File: src/rtl/hog_out_pio.sv
// Purpose   : Avalon-MM output port driving a 32-bit word from the HPS to the HOG pipeline.
// Latency   : register writes take effect on the next clk edge; readdata is registered (1 cycle).
// Backpress : with HS_EN=1 a word is held on out_port until out_valid & out_ready; later writes drop.
//
// Ports:
//   clk, reset_n         system clock, asynchronous active-low reset
//   address, chipselect  Avalon-MM word address and slave select
//   write_n, writedata   active-low write strobe and write data
//   readdata             registered read data (updated every clock from address)
//   out_port             output word to the fabric
//   out_valid, out_ready valid/ready handshake towards the HOG pipeline
//   irq                  level interrupt, IRQ_EN & DONE (registered)
//
// Register map (word addresses):
//   0 DATA     R/W  reads return out_port
//   1 STATUS   bit0 PENDING (RO), bit1 OVERRUN (W1C), bit2 DONE (W1C)
//   2 CONTROL  R/W  bit0 HS_EN, bit1 IRQ_EN
//   4 OUTSET   WO   out_port | writedata
//   5 OUTCLEAR WO   out_port & ~writedata
//   3, 6, 7         read 0, writes ignored

module hog_out_pio #(
   parameter int unsigned           DATA_WIDTH  = 32,
   parameter logic [DATA_WIDTH-1:0] RESET_VALUE = '0
) (
   input  logic                  clk,
   input  logic                  reset_n,
   input  logic [2:0]            address,
   input  logic                  chipselect,
   input  logic                  write_n,
   input  logic [31:0]           writedata,
   output logic [31:0]           readdata,
   output logic [DATA_WIDTH-1:0] out_port,
   output logic                  out_valid,
   input  logic                  out_ready,
   output logic                  irq
);

   localparam logic [2:0] ADDR_DATA     = 3'd0;
   localparam logic [2:0] ADDR_STATUS   = 3'd1;
   localparam logic [2:0] ADDR_CONTROL  = 3'd2;
   localparam logic [2:0] ADDR_OUTSET   = 3'd4;
   localparam logic [2:0] ADDR_OUTCLEAR = 3'd5;

   typedef enum logic [0:0] {
      ST_IDLE    = 1'b0,
      ST_PENDING = 1'b1
   } state_t;

   // ------------------------------------------------------------------
   // State
   // ------------------------------------------------------------------
   state_t                  state_q,    state_d;
   logic [DATA_WIDTH-1:0]   out_port_q, out_port_d;
   logic                    done_q,     done_d;
   logic                    overrun_q,  overrun_d;
   logic                    hs_en_q,    hs_en_d;
   logic                    irq_en_q,   irq_en_d;
   logic                    irq_q,      irq_d;
   logic [31:0]             readdata_q, readdata_d;

   // ------------------------------------------------------------------
   // Bus decode
   // ------------------------------------------------------------------
   logic                    wr;
   logic                    data_wr;
   logic                    status_wr;
   logic                    control_wr;
   logic [DATA_WIDTH-1:0]   wdata_trunc;
   logic [DATA_WIDTH-1:0]   next_word;
   logic                    done_set;
   logic                    overrun_set;

   assign wr          = chipselect & ~write_n;
   assign data_wr     = wr & ((address == ADDR_DATA) ||
                              (address == ADDR_OUTSET) ||
                              (address == ADDR_OUTCLEAR));
   assign status_wr   = wr & (address == ADDR_STATUS);
   assign control_wr  = wr & (address == ADDR_CONTROL);
   assign wdata_trunc = writedata[DATA_WIDTH-1:0];

   // Candidate value for out_port from whichever data register is written.
   always_comb begin
      next_word = wdata_trunc;
      case (address)
         ADDR_OUTSET:   next_word = out_port_q | wdata_trunc;
         ADDR_OUTCLEAR: next_word = out_port_q & ~wdata_trunc;
         default:       next_word = wdata_trunc;
      endcase
   end

   // ------------------------------------------------------------------
   // Control register
   // ------------------------------------------------------------------
   always_comb begin
      hs_en_d  = hs_en_q;
      irq_en_d = irq_en_q;
      if (control_wr) begin
         hs_en_d  = writedata[0];
         irq_en_d = writedata[1];
      end
   end

   // ------------------------------------------------------------------
   // Handshake FSM and out_port
   // ------------------------------------------------------------------
   always_ff @(posedge clk or negedge reset_n) begin
      if (!reset_n) begin
         state_q    <= ST_IDLE;
         out_port_q <= RESET_VALUE;
      end else begin
         state_q    <= state_d;
         out_port_q <= out_port_d;
      end
   end

   always_comb begin
      state_d     = state_q;
      out_port_d  = out_port_q;
      done_set    = 1'b0;
      overrun_set = 1'b0;
      case (state_q)
         ST_IDLE: begin
            // In direct mode the FSM never leaves IDLE, so this also covers HS_EN=0.
            if (data_wr) begin
               out_port_d = next_word;
               if (hs_en_q) begin
                  state_d = ST_PENDING;
               end
            end
         end
         ST_PENDING: begin
            if (out_ready) begin
               done_set = 1'b1;
               // A write coinciding with acceptance becomes the next pending word.
               if (data_wr) begin
                  out_port_d = next_word;
               end else begin
                  state_d = ST_IDLE;
               end
            end else if (data_wr) begin
               // Word still owned by the fabric: drop the write, flag it.
               overrun_set = 1'b1;
            end
            // Turning off the handshake abandons the pending word but keeps out_port.
            if (!hs_en_d) begin
               state_d = ST_IDLE;
            end
         end
         default: state_d = ST_IDLE;
      endcase
   end

   // ------------------------------------------------------------------
   // Sticky status bits: a set event in the same cycle as W1C wins.
   // ------------------------------------------------------------------
   always_comb begin
      done_d    = done_q;
      overrun_d = overrun_q;
      if (status_wr && writedata[2]) begin
         done_d = 1'b0;
      end
      if (status_wr && writedata[1]) begin
         overrun_d = 1'b0;
      end
      if (done_set) begin
         done_d = 1'b1;
      end
      if (overrun_set) begin
         overrun_d = 1'b1;
      end
   end

   // irq follows the registered status/control, so it trails them by one cycle.
   assign irq_d = irq_en_q & done_q;

   always_ff @(posedge clk or negedge reset_n) begin
      if (!reset_n) begin
         done_q    <= 1'b0;
         overrun_q <= 1'b0;
         hs_en_q   <= 1'b0;
         irq_en_q  <= 1'b0;
         irq_q     <= 1'b0;
      end else begin
         done_q    <= done_d;
         overrun_q <= overrun_d;
         hs_en_q   <= hs_en_d;
         irq_en_q  <= irq_en_d;
         irq_q     <= irq_d;
      end
   end

   // ------------------------------------------------------------------
   // Read path: sampled every clock from address, chipselect ignored.
   // ------------------------------------------------------------------
   always_comb begin
      readdata_d = '0;
      case (address)
         ADDR_DATA:    readdata_d[DATA_WIDTH-1:0] = out_port_q;
         ADDR_STATUS:  readdata_d[2:0] = {done_q, overrun_q, (state_q == ST_PENDING)};
         ADDR_CONTROL: readdata_d[1:0] = {irq_en_q, hs_en_q};
         default:      readdata_d = '0;
      endcase
   end

   always_ff @(posedge clk or negedge reset_n) begin
      if (!reset_n) begin
         readdata_q <= '0;
      end else begin
         readdata_q <= readdata_d;
      end
   end

   // ------------------------------------------------------------------
   // Outputs
   // ------------------------------------------------------------------
   assign readdata  = readdata_q;
   assign out_port  = out_port_q;
   assign out_valid = (state_q == ST_PENDING);
   assign irq       = irq_q;

endmodule

File: config.mk
export PLATFORM = sky130hd
export DESIGN_NAME = hog_out_pio
export DESIGN_NICKNAME = d
export VERILOG_FILES = /design/src/rtl/hog_out_pio.sv
export SDC_FILE = /design/constraint.sdc
export NUM_CORES = 1
export LEC_CHECK = 0
export CAP_MARGIN = 20
export CORE_MARGIN = 1.5
export CORE_UTILIZATION = 41
export CTS_CLUSTER_DIAMETER = 60
export DETAILED_ROUTE_END_ITERATION = 10
export PLACE_DENSITY = 0.8
export SLEW_MARGIN = 20
export SYNTH_ARGS = -nofsm -noshare
export SYNTH_HDL_FRONTEND = slang
export SYNTH_SLANG_ARGS = --single-unit
File: constraint.sdc
create_clock -name clk -period 1.97 [get_ports clk]
set_input_delay 0.394 -clock clk [delete_from_list [all_inputs] [get_ports clk]]
set_output_delay 0.394 -clock clk [all_outputs]
set_load 0.01 [all_outputs]
==> impl_metrics.toml <==
[status]
status = "finished clean"

[power_and_ir_drop]
totalPowerFinal_mw = 3.73
power.leakage_nw = 1.96
ir_drop_v = 0.000391
p_per_area_mw_per_mm2 = 737

[yosys]
async_reset_ff_share_pct = 100
synthSimpleGateAreaFrac_pct = 24.4
synth-xor-area-share_pct = 0
synth_seq_cells = 70
synth_cells = 291
synth_compound_area_share_pct = 19.2
syn-cell-area_mm2 = 0.00358
syn-num-nets = 331
synth_top_family_by_area = "simple AND/OR/NAND/NOR gates"
synthAdderAreaFrac_pct = 0
synthMuxAreaShare_pct = 1.47
syn_area_per_cell_um2 = 12.3
ys_warn_count = 0
synth_edf_count = 0
ys_types = 34
synthFlopType = "dfrtp_1"
seq_area_frac_synth_pct = 48.9

[die]
fp.dieH_um = 96.5
core-area_mm2 = 0.00834
ios = 106
die_w_um = 96.5
die_area_mm2 = 0.00931
rows = 33
initial_utilization_pct = 42.9

[route]
routed_wl_um = 8950
drt-pass1-iter-count = 4
vias = 2801
avgViaCountPerCell = 5.51
drcViolationCount = 0
routedWlPerCell_um = 17.6
drtAntennaViolNets = 0
drt_first_iter_violations = 103

[clock_network]
post-cts-setup-buffers = 0
root_buffer = "clkbuf_8"
clk_latency_ns = 0.34
cts_buffers = 9
ctsHtreeMaxLevel = 3
clockBufferDepth = 2
clk_pin_slew_ns = 0.08
cts_tree = "built"
cts.sinks = 70

[setup_path]
crit_slowest_cell = "clkdlybuf4s50_1"
end_kind = "register"
slowest_delay_ns = 0.48
crit_required_ns = 2.25
arrival_ns = 2.12
reg2reg_to = "out_port[31]"
start_kind = "input port"
path_class = "in2reg"
cp_max_fo = 33
timing.rr.start = "out_valid"
r2r_cells = 4
reg2reg_setup_slack_ns = 0.53
path_cells = "clkdlybuf4s50_1 > or3b_2 > buf_12 > nor4b_1 > a211o_1"

[sta]
period_minus_slack_ns = 1.84
finalSetupViolCount = 0
tightest_slew_ns = 0.721
rsz0062_at_grt = "false"
final-max-slew-violation-count = 0
slew_headroom_pct = 51.9
timing.fmax_mhz = 543
hold_viol = 0
post-route-period-util_pct = 93.5
worst_clock_skew_ns = 0.00869

[final_layout]
syn_to_final_growth_pct = 41.1
antennaDiodeCount = 0
design_area_mm2 = 0.00506
nets = 438
drive_gt1_share_pct = 18.6
final_core_util_pct = 60.6
fin_cells = 508

[min_path]
hold_path_depth = 3
min_from = "address[0]"
hold_end = "out_port[27]"
hp-class = "in2reg"

[grt]
grt_max_degree = 47
grt_pass1_vias = 2866
grt_pass1_wl_um = 14100
globalRouteOverflowTotal = 0
track_usage_pct = 19.9
antenna_found_initial = 0

[job]
maxCapViolCount = 0

[placed_design]
portBuffers = 105
hpwl_um = 5820
place_area_mm2 = 0.00480
gp_congestion = 0.793
post-place-cells = 491
==> where the power goes <==
group,switching (mW),internal [mW]
Combinational,0.286,0.388
Clock,0.567,0.879
Sequential,0.0744,1.53
==> cells in the mapped netlist (5+ instances only) <==
master / number / share of area (%)
o41ai_2: 5 / 2.3
clkbuf_1: 11 / 1.2
dfrtp_1: 70 / 49
o31a_1: 27 / 6.6
nor4b_2: 24 / 10
inv_1: 7 / 0.73
a221oi_1: 5 / 1.2
buf_2: 10 / 1.4
and2_1: 30 / 5.2
a211o_1: 27 / 6.6
a31oi_1: 5 / 0.87
nor2b_1: 32 / 5.6
==> layout by cell type, fill, tap and decap left out, types with 5 or more instances in the layout <==
cell type / synthesis / final
a31oi_1: 5 / 5
nor4b_2: 24 / 24
inv_1: 7 / 7
and2_1: 30 / 30
buf_12: 2 / 6
a221oi_1: 5 / 5
clkdlybuf4s50_1: 0 / 103
clkbuf_8: 0 / 10
dfrtp_1: 70 / 70
o31a_1: 27 / 27
nor2b_1: 32 / 29
buf_4: 0 / 13
o41ai_2: 5 / 5
a211o_1: 27 / 27
==> registers in the layout, summed over array words and instances (netlist names) <==
name and count:
out_port 32, readdata 32, done_q 1, hs_en_q 1, irq 1, irq_en_q 1
out_valid 1, overrun_q 1
==> final cells by class <==
class	count	area, µm²
clock buffers	11	141
clock inverters	5	106
flip-flops and latches	70	1750
well taps	105	131
fillers	692	3280
multi-input cells	186	1640
inverters	7	26.3
repair buffers	124	1260
==> cell families after synthesis <==
family	Yosys count
muxes	5
and+or+nand+nor	104
buffers and inverters	35
AOI/OAI and AO/OA	77
DFF	70
==> per-layer routing <==
| layer | track usage, % | part of all wire, % | routed length [µm] | vias up |
|---|---|---|---|---|
| li1 | - | - | - | 1299 |
| met2 | 33.1 | 49 | 4370 | 85 |
| met1 | 25.7 | 45 | 4040 | 1408 |
| met3 | 3.68 | 4.6 | 410 | 9 |
| met5 | 0 | 0 | 0 | - |
| met4 | 7.61 | 1.3 | 120 | 0 |
==> timing repair <==
item | in CTS | in global routing
resized for setup | 0 | 0
hold buffers | 1 | 0
setup endpoints to repair | 0 | 0
hold endpoints to repair | 26 | 0
==> worst max-delay path: cells and delay by family <==
family          cells  cell delay (ns)
simple gates        2             0.87
compound gates      1             0.16
buf+inv             2             0.68
==> how the worst max path moves through the flow <==
stage	cells past startpoint	slack, ns	end	start
after detailed placement	5	-0.20	out_port[31]	chipselect
after global placement	4	-0.28	out_port[4]	address[2]
final	5	0.13	out_port[31]	chipselect
after CTS	5	0.14	out_port[31]	chipselect
after global routing	5	0.13	out_port[31]	chipselect
after floorplan	6	0.38	out_port[26]	address[1]
==> stage by stage <==
stage,TNS (ns),setup WS [ns],hold slack (ns)
6_report,0,0.128,0.492
3_3_place_gp,-7.54,-0.276,0.354
2_1_floorplan,0,0.382,0.0984
3_5_place_dp,-2.52,-0.204,0.357
5_1_grt,0,0.126,0.504
4_1_cts,0,0.144,0.483
No activity file was read; power rests on OpenSTA's default activity.
==> RTL change, RTL diff (config.mk and constraints unchanged) <==
`DATA_WIDTH`: 32 -> 16.
--- a/src/rtl/hog_out_pio.sv
+++ b/src/rtl/hog_out_pio.sv
@@ -20,7 +20,7 @@
 //   3, 6, 7         read 0, writes ignored
 
 module hog_out_pio #(
-   parameter int unsigned           DATA_WIDTH  = 32,
+   parameter int unsigned           DATA_WIDTH  = 16,
    parameter logic [DATA_WIDTH-1:0] RESET_VALUE = '0
 ) (
    input  logic                  clk,
Ports: changed (resized out_port); port bits go from 106 to 90. No check against the original RTL was run, so the function may have changed too.
==> RTL change against the unedited design <==
- count of clock-buffer cells in the layout shrank 5
- sequential cell count shrank 32
- synthesized area shrank 45%
- design area shrank 46%
- setup slack gained 97 ps
- power shrank 43%
- register-to-register slack gained 160 ps
- maximum frequency grew 5.6%
- routed wire length shrank 45%
- critical path type unchanged
- critical endpoint is now out_port[9]
- largest cell class unchanged
- highest routed layer unchanged
==> RTL change: results <==
[placement]
dpl.hpwl_mm = 3.499
io_buffers = 57
gp_congestion = 0.8067
dp_slack_ps = -237.7

[worst_hold_path]
min_path_type = "input pin to async pin"

[clocking]
clock_latency_ps = 290
cts_buffers = 5

[cells_and_area]
nNetsFinal = 299
instances_no_fill = 314
drive_gt1_frac = 0.1269

[global_routing]
grt_max_degree = 39
grt_pass1_vias = 1629
grt_pass1_wl_mm = 7.803
grt.total_usage = 0.1960
antenna_found_initial = 0

[worst_setup_path]
crit_arrival_ps = 1950
crit_fanout = 16
cp_top_family = "buffers and inverters"

[pwr]
power_switching_mw = 0.5175
leakage_nw = 1.233
peakVddDrop_v = 0.0002869

[detailed_routing]
routedWlPerCell_um = 15.80
drt_iter0_markers = 151
num_vias = 1685

[synth]
syn_avg_cell_area_um2 = 10.15
ys_types = 31
yosysSeqAreaShare = 0.4828

[outcome]
outcome = "completed"

[sta]
tightest_slew_ps = 698.4
fin_skew_ps = 7.977
## RTL change: cell types whose count changed after synthesis, moves of 15 or more
cell      change
o31a_1       -27
and2_1       -15
buf_4        +17
nor4b_2      -24
o31ai_1      +15
o211ai_1     +16
a211o_1      -27
dfrtp_1      -32
nand4_1      +15
## RTL change: power groups by stage
| stage | Combinational, mW | Sequential, mW | Clock [mW] |
|---|---|---|---|
| 2_1_floorplan | 0.185 | 0.921 | 0 |
| 3_3_place_gp | 0.387 | 0.905 | 0 |
| 3_5_place_dp | 0.400 | 0.907 | 0 |
| 4_1_cts | 0.402 | 0.893 | 0.834 |
| 5_1_grt | 0.434 | 0.900 | 0.863 |
| 6_report | 0.401 | 0.892 | 0.829 |
## RTL change: path summary, 6_finish.rpt
check | cells past startpoint | start | end | slack, ps
setup / recovery | 6 | address[0] | out_port[9] | 220
hold / removal | 2 | reset_n | out_port[2] | 70
setup reg to reg | 4 | out_valid | out_port[14] | 690
hold reg to reg | 1 | out_port[14] | out_port[14] | 520
max in group asynchronous | 2 | reset_n | out_valid | 1700
min in group clk | 1 | out_port[14] | out_port[14] | 520
## RTL change: per-stage QoR
step / power, mW / TNS (ps) / hold WS (ps)
2_1_floorplan: 1.106 / 0 / 98.41
3_3_place_gp: 1.292 / -2849 / 372.5
3_5_place_dp: 1.308 / -3115 / 398.4
4_1_cts: 2.130 / 0 / 84.65
5_1_grt: 2.198 / 0 / 82.18
6_report: 2.122 / 0 / 69.13
## RTL change: cells by family (layout without fill, tap and decap cells)
group | count (synthesis) | in the layout | share of synthesized area
other cells | 1 | 16 | 0.001904
mux | 5 | 5 | 0.02668
flops | 38 | 38 | 0.4828
simple gates | 63 | 63 | 0.2001
compound gates | 40 | 40 | 0.1550
buf+inv | 47 | 98 | 0.1334
## RTL change: cell type report
| cell class | count | area (um^2) | area share |
|---|---|---|---|
| timing repair buffer | 73 | 698.2 | 0.2550 |
| inverter | 17 | 63.81 | 0.02331 |
| multi-input combinational | 124 | 814.5 | 0.2975 |
| tap | 54 | 67.56 | 0.02468 |
| sequential | 38 | 950.9 | 0.3473 |
| clock inverter | 2 | 60.06 | 0.02194 |
| clock buffer | 6 | 82.58 | 0.03016 |
## RTL change: routing by layer
metal | up-vias | global-route usage | part of all wire
met5 | - | 0 | 0
met2 | 61 | 0.3591 | 0.55
li1 | 773 | - | -
met3 | 8 | 0.04444 | 0.047
met4 | 0 | 0.08595 | 0.018
met1 | 843 | 0.2163 | 0.39
